<file path="src/rtl/pc_unit.sv">
// Fetch-stage program counter with sequential/branch/jump/call/return selection
// and a circular return-address stack. pc_out is registered; no input->pc_out path.
module pc_unit #(
  parameter int ADDR_W    = 10,
  parameter int RESET_VEC = 0,
  parameter int STEP      = 1,
  parameter int RAS_DEPTH = 4
) (
  input  logic                           clk,
  input  logic                           rst,
  input  logic                           stall,
  input  logic                           br_taken,
  input  logic [ADDR_W-1:0]              br_target,
  input  logic                           jmp,
  input  logic                           call,
  input  logic [ADDR_W-1:0]              jmp_target,
  input  logic                           ret,
  output logic [ADDR_W-1:0]              pc_out,
  output logic [$clog2(RAS_DEPTH+1)-1:0] ras_count,
  output logic                           ras_overflow,
  output logic                           ras_underflow
);
  localparam int PTR_W = $clog2(RAS_DEPTH);
  localparam int CNT_W = $clog2(RAS_DEPTH+1);

  logic [ADDR_W-1:0] ras [RAS_DEPTH];
  // top is the next write slot; when full it already points at the oldest entry
  logic [PTR_W-1:0]  top;
  logic [PTR_W-1:0]  top_m1;
  logic [ADDR_W-1:0] pc_seq;
  logic              ras_full;
  logic              ras_empty;
  logic              push;

  assign pc_seq    = pc_out + ADDR_W'(STEP);
  assign top_m1    = top - PTR_W'(1);
  assign ras_full  = (ras_count == CNT_W'(RAS_DEPTH));
  assign ras_empty = (ras_count == '0);
  assign push      = !stall && call && !ret;

  always_ff @(posedge clk) begin
    if (rst) begin
      pc_out        <= ADDR_W'(RESET_VEC);
      top           <= '0;
      ras_count     <= '0;
      ras_overflow  <= 1'b0;
      ras_underflow <= 1'b0;
    end else begin
      ras_underflow <= 1'b0;
      if (!stall) begin
        if (ret) begin
          if (!ras_empty) begin
            pc_out    <= ras[top_m1];
            top       <= top_m1;
            ras_count <= ras_count - CNT_W'(1);
          end else begin
            pc_out        <= pc_seq;
            ras_underflow <= 1'b1;
          end
        end else if (call) begin
          pc_out <= jmp_target;
          top    <= top + PTR_W'(1);
          if (ras_full) ras_overflow <= 1'b1;
          else          ras_count    <= ras_count + CNT_W'(1);
        end else if (jmp) begin
          pc_out <= jmp_target;
        end else if (br_taken) begin
          pc_out <= br_target;
        end else begin
          pc_out <= pc_seq;
        end
      end
    end
  end

  // Stack storage needs no reset; occupancy is tracked by ras_count.
  always_ff @(posedge clk) begin
    if (!rst && push) ras[top] <= pc_seq;
  end

endmodule

</file>
<file path="config.mk">
export PLATFORM = sky130hd
export DESIGN_NAME = pc_unit
export DESIGN_NICKNAME = d
export VERILOG_FILES = /design/src/rtl/pc_unit.sv
export SDC_FILE = /design/constraint.sdc
export NUM_CORES = 1
export LEC_CHECK = 0
export CORE_ASPECT_RATIO = 2
export CORE_UTILIZATION = 30
export CTS_CLUSTER_DIAMETER = 80
export DETAILED_ROUTE_END_ITERATION = 10
export SYNTH_ARGS = -nofsm -noshare
export SYNTH_HDL_FRONTEND = slang
export SYNTH_SLANG_ARGS = --single-unit
export TNS_END_PERCENT = 30
</file>
<file path="constraint.sdc">
create_clock -name clk -period 2.9 [get_ports clk]
set_input_delay 0.725 -clock clk [delete_from_list [all_inputs] [get_ports clk]]
set_output_delay 0.725 -clock clk [all_outputs]
set_load 0.01 [all_outputs]
</file>
==> metrics.md <==
| Metric | Value |
|---|---|
| Die X-Extent | `70.0 µm` |
| DRC viols | `0` |
| Global-route wire length before repair | `11000 µm` |
| Num Clock Sinks | `57` |
| Worst IR Drop VDD | `0.424 mV` |
| DRT iter0 DRCs | `161` |
| Storage cell area | `1540 µm²` |
| Clock tree from TritonCTS | `done` |
| Overall Global Routing Usage | `15.2%` |
| Count of warnings emitted by yosys | `0` |
| Kind of capture point of the worst setup path | `flip-flop` |
| Mapped Avg Cell Area | `12.7 µm²` |
| Dpl cell area | `3330 µm²` |
| Sequential-to-total area share from yosys stat | `55.5%` |
| Part of the total power dissipated in combinational logic | `16.2%` |
| CTS HTree Levels | `3` |
| N_diodes | `0` |
| Top-level port count | `42` |
| Switching power share of the total | `25.2%` |
| Fin Clk Skew | `0.00571 ns` |
| Power per cell area | `653 nW/µm²` |
| Switch Pwr | `595 µW` |
| Highest net fanout along the worst path | `3` |
| Fraction of layout instances using a drive strength above 1 | `17.9%` |
| Post-layout utilization of the core | `40.2%` |
| Setup slack on the worst flop-to-flop path | `0.87 ns` |
| Footprint of the multi-input gates | `1140 µm²` |
| Required time of the worst setup path | `3.10 ns` |
| Async set or reset register ratio after synthesis | `0%` |
| P&R area growth vs syn | `30.4%` |
| Iteration count of the initial detailed-routing pass | `4` |
| Actual transition at the worst max-transition pin | `0.548 ns` |
| Starting utilization of the core area | `30.8%` |
| Highest clock frequency the design can meet | `0.449 GHz` |
| Final worst hold slack | `0.482 ns` |
| Total gr overflow | `0` |
| Floorplan die area | `9670 µm²` |
| Core outline area | `9010 µm²` |
| Clock latency on the worst-skew pair | `0.32 ns` |
| Buffer count from post-CTS setup fixing | `0` |
| Worst-case headroom to the max-slew limit | `63.5%` |
| Leak Pwr | `0.00123 µW` |
| Clock buffer depth | `2` |
| Vias in the first global route | `1970` |
| Antenna violations before repair | `0` |
| Number of failing hold endpoints at the final stage | `0` |
| Summed instance area of the synthesized netlist | `2780 µm²` |
| Worst reg2reg startpoint | `top[1]` |
| Layout filler cell count | `858` |
| Wirelength, routed | `6870 µm` |
| Final standard cell area without fillers | `3620 µm²` |
| Period minus WS final | `2.23 ns` |
| Via count | `1947` |
| Hold Crit Depth | `2` |
| Hold Path End | `ras_overflow` |
| Critical path data arrival time | `2.43 ns` |
| Via density per instance | `5.19` |
| Startpoint class of the critical path | `input pin` |
| Part of the cycle the worst path needs | `76.7%` |
| Flop pwr share | `40.4%` |
| RSZ-0062 raised after global routing | `no` |
| Type of the setup path with the least slack | `input pin to flip-flop` |
| Detailed placer's ending HPWL | `4990 µm` |
| Synthesized Nets | `252` |
| Count of max-cap constraint violations | `0` |
| CTS root buf | `clkbuf_16` |
| Number of flops mapped to enable cells by yosys | `40` |
| Depth of the worst register-to-register path | `6` |
| Clock power frac | `43.4%` |
| Terminus of the critical flop-to-flop path | `pc_out[8]` |
| Worst slack after detailed placement | `0.334 ns` |
| Final Net Count | `301` |
| Clk slew on worst S/H paths | `0.05 ns` |
| Run status | `finished, final reports clean` |
| Final weighted congestion of routability-driven global placement | `0.751` |
| Classification of the worst-slack hold path | `flip-flop to flip-flop` |
| Start point of the worst min-delay path | `ras_overflow` |
| # rows | `49` |
| Number of cells upsized or downsized after cts | `0` |
| Detail-routed net length per standard cell | `18.3 µm` |
| Hold buffers post-CTS | `0` |
| Total Neg Setup Slack | `0 ns` |
| Cts bufs inserted | `9` |
| Maximum number of pins on one net before global-route repair | `18` |
| Design internal power | `1770 µW` |
| Register bit count reported by yosys | `57` |
| Number of instances in the synthesized netlist | `219` |
| Vertical extent of the die | `138 µm` |
| Setup violators final | `0` |
| Number of port buffers | `41` |
| Number of library cell types mapped by synthesis | `50` |
| Number of max-slew violations in the final report | `0` |
| Number of nets still failing antenna checks after routing | `0` |
| Most used DFF post-synth | `edfxtp_1` |
| Final setup slack of the worst path | `0.674 ns` |
-- per-stage QoR --
step	cells	total power [µW]
global route	375	2460
finish	375	2360
floorplan	219	1200
detailed placement	359	1360
global placement	359	1350
CTS	375	2380
-- worst max path at each step --
stage	start	endpoint	slack [ns]	depth (start not counted)
after detailed placement	ret	ras_count[2]	0.33	7
after global routing	stall	pc_out[8]	0.59	7
final	ret	ras_count[2]	0.67	7
after global placement	stall	ras[1][1]	0.35	5
after floorplan	top[0]	pc_out[3]	0.73	7
after CTS	ret	ras_count[2]	0.67	7
-- kinds of logic (layout without fill, tap and decap cells) --
family	after synthesis	in the layout	synth area share (%)
xor+xnor	12	12	3.78
flops	57	57	55.5
fa+ha+maj	6	6	2.97
buf+inv	23	77	3.56
compound gates	50	50	13.7
mux	12	12	8.83
simple gates	59	59	11.6
-- flip-flops by register name (all words and copies together), names as in the netlist --
name           cells
ras_overflow       1
ras_count          3
ras_underflow      1
pc_out            10
ras               40
top                2
-- layout make-up --
class / instances / area share [%]
sequential: 57 / 42.6
multi-input combinational: 139 / 31.4
timing repair buffer: 50 / 13.2
clock buffer: 9 / 6.22
tap: 102 / 3.52
clock inverter: 7 / 1.97
inverter: 11 / 1.14
-- critical path, stage by stage --
cell,delay [ns]
clkdlybuf4s50_1,0.52
inv_1,0.07
fa_1,0.43
xor2_1,0.18
a2111oi_4,0.29
xnor2_1,0.16
nor2_1,0.05
-- synth_stat cells, drive strengths merged (3+ instances only) --
cell type	n	area (µm²)
a211oi	3	32.5
a221oi	4	35.0
nor3	6	51.3
inv	11	41.3
a21oi	14	77.6
xnor2	7	61.3
mux4	10	225
clkbuf	5	18.8
ha	5	62.6
buf	7	38.8
nand2	11	41.3
nor2	18	70.1
or2	3	18.8
nand3b	3	22.5
dfxtp	17	340
edfxtp	40	1200
nand3	6	35.0
a222oi	3	30.0
nand2b	3	18.8
xor2	5	43.8
o21ai	6	30.0
and2	5	31.3
o211ai	4	30.0
-- cells in the final DEF (no fill, tap or decap), types with 3 or more instances in the layout --
master / instances
xor2_1: 5
buf_4: 9
mux4_2: 10
edfxtp_1: 40
o21ai_0: 6
nand2b_1: 3
nand2_1: 11
dfxtp_1: 17
clkinv_4: 3
nor2_1: 17
clkdlybuf4s50_1: 41
or2_2: 3
o211ai_1: 4
xnor2_1: 7
a221oi_1: 4
and2_1: 5
a222oi_1: 3
nor3_1: 3
nand3_1: 5
a21oi_1: 12
clkbuf_16: 9
inv_1: 11
nand3b_1: 3
clkinv_2: 3
ha_1: 5
-- power by group through the flow --
stage                     registers (µW)  logic [µW]  clock network (µW)
final                                955         382                1030
after global routing                 960         419                1080
after CTS                            956         386                1040
after detailed placement             972         383                   0
after global placement               971         380                   0
after floorplan                      969         231                   0
-- routing by layer --
| metal | track usage [%] | wire, µm |
|---|---|---|
| met3 | 2.77 | 319 |
| met4 | 8.32 | 214 |
| met5 | 0 | 0 |
| met2 | 26.7 | 3690 |
| met1 | 17.0 | 2650 |
(Power assumes the default switching activity.)
==> patch: new RTL, same settings <==
Set the parameter `RAS_DEPTH` to 8 (it was 4).
--- a/src/rtl/pc_unit.sv
+++ b/src/rtl/pc_unit.sv
@@ -4,7 +4,7 @@
   parameter int ADDR_W    = 10,
   parameter int RESET_VEC = 0,
   parameter int STEP      = 1,
-  parameter int RAS_DEPTH = 4
+  parameter int RAS_DEPTH = 8
 ) (
   input  logic                           clk,
   input  logic                           rst,
Ports: changed (resized ras_count); port bits go from 42 to 43. No check against the original RTL was run, so the function may have changed too.
==> patch against the unedited design <==
Area after synthesis is 63% higher. Final area increased by 53%. Core utilization decreased by 2.5 points. Worst setup slack got worse by 0.28 ns. Sequential cell count up 42. Routed wire length increased by 50%. Highest routed layer unchanged. Total power increased by 45%.
==> patch: results (changes against the unedited design) <==
Cells and area
  • Finished Layout Cells: 589 (+57%)
  • Fillers: 1,404 (+64%)
  • Multi-input logic area: 1590 sq um (+40%)
  • Largest registers: ras (80), pc_out (10), ras_count (4)
  • Share of layout cells above drive strength 1: 12.2% (-5.8 points)

Drt
  • Routed met2 length: 6030 um (+64%)
  • M1 WL: 3510 um (+33%)
  • Drt pass-1 iters: 4 (unchanged)
  • WL met3: 337 um (+5.6%)
  • Post-Route WL: 10,300 um (+50%)
  • Vias per cell: 4.94 (-4.9%)

Yosys
  • Syn_nets: 361 (+43%)
  • Library cells used by synthesis: 40 (-20%)
  • Number of flops mapped to enable cells by yosys: 80 (+100%)
  • Dominant synthesized flop cell: edfxtp_1
  • Syn Inst Count: 328 (+50%)
  • Register area share after synthesis: 61.6% (+6.1 points)
  • Ranking of synthesized cells by area: edfxtp_1 (53%), mux4_1 (10%), dfxtp_1 (8.4%), nand2_1 (3.5%), a21oi_1 (2.5%)
  • Top cells by count, synth: edfxtp_1 (80), nand2_1 (42), a21oi_1 (23), nor2_1 (23), dfxtp_1 (19)

Setup path
  • Slowest stage delay, CP: 0.56 ns (+0.04 ns)
  • CP Max Fanout: 8 (+5)

Power and ir drop
  • Top Consumer: registers
  • Peak VDD IR: 0.000270 V (-36%)
  • Switch share: 27.3% (+2.1 points)
  • LEAKAGE: 1.92 nW (+56%)

Placement
  • Placed Instance Area: 5260 sq um (+58%)
  • Post-detail-place hpwl: 7660 um (+53%)
  • RD Place Congestion: 0.830 (+11%)
  • Pre-CTS worst setup slack: 0.122 ns (-0.212 ns)

STA
  • Clock skew: 0.00822 ns (+0.00250 ns)

Global routing
  • Total GRT Usage: 14.1% (-1.1 points)
  • Grt met3 use: 2.91% (+0.14 points)
  • Global Route met2 Usage: 27.0% (+0.27 points)
  • Largest net degree at the start of global routing: 26 (+8)
  • GR Util met1: 12.5% (-4.5 points)
  • Global-route wire length before repair: 15,700 um (+43%)
  • Vias in the first global route: 2,984 (+51%)

Status
  • Run status: finished, final reports clean

Clock network
  • Clock-pin slew of the registers on the worst-case setup and hold paths: 0.07 ns (+0.02 ns)
[patch: critical path, delay by kind of cell]
kind,cells,cell delay [ns]
and+or+nand+nor,4,1.01
buffers and inverters,2,0.80
[patch: worst paths after layout]
path                start            to  slack [ns]  depth (start not counted)
max                   ret     ras[4][2]        0.40                          6
min reg2reg  ras_overflow  ras_overflow        0.47                          2
min          ras_overflow  ras_overflow        0.47                          2
max reg2reg        top[1]     pc_out[1]        0.56                          8
[patch: final cells by class]
class	instances	area share (%)
sequential	99	50.1
multi-input combinational	203	28.7
timing repair buffer	67	11.0
tap	195	4.40
clock buffer	9	4.06
clock inverter	7	1.13
inverter	9	0.609
[patch: kinds of logic after synthesis]
group / after synthesis / synth area share, %
AND/OR/NAND/NOR: 105 / 10.3
multiplexers: 22 / 11.9
flip-flops: 99 / 61.6
adder cells (fa/ha/maj): 6 / 1.83
buffers and inverters: 26 / 3.30
XOR/XNOR: 17 / 3.30
AO/OA/AOI/OAI: 53 / 7.73
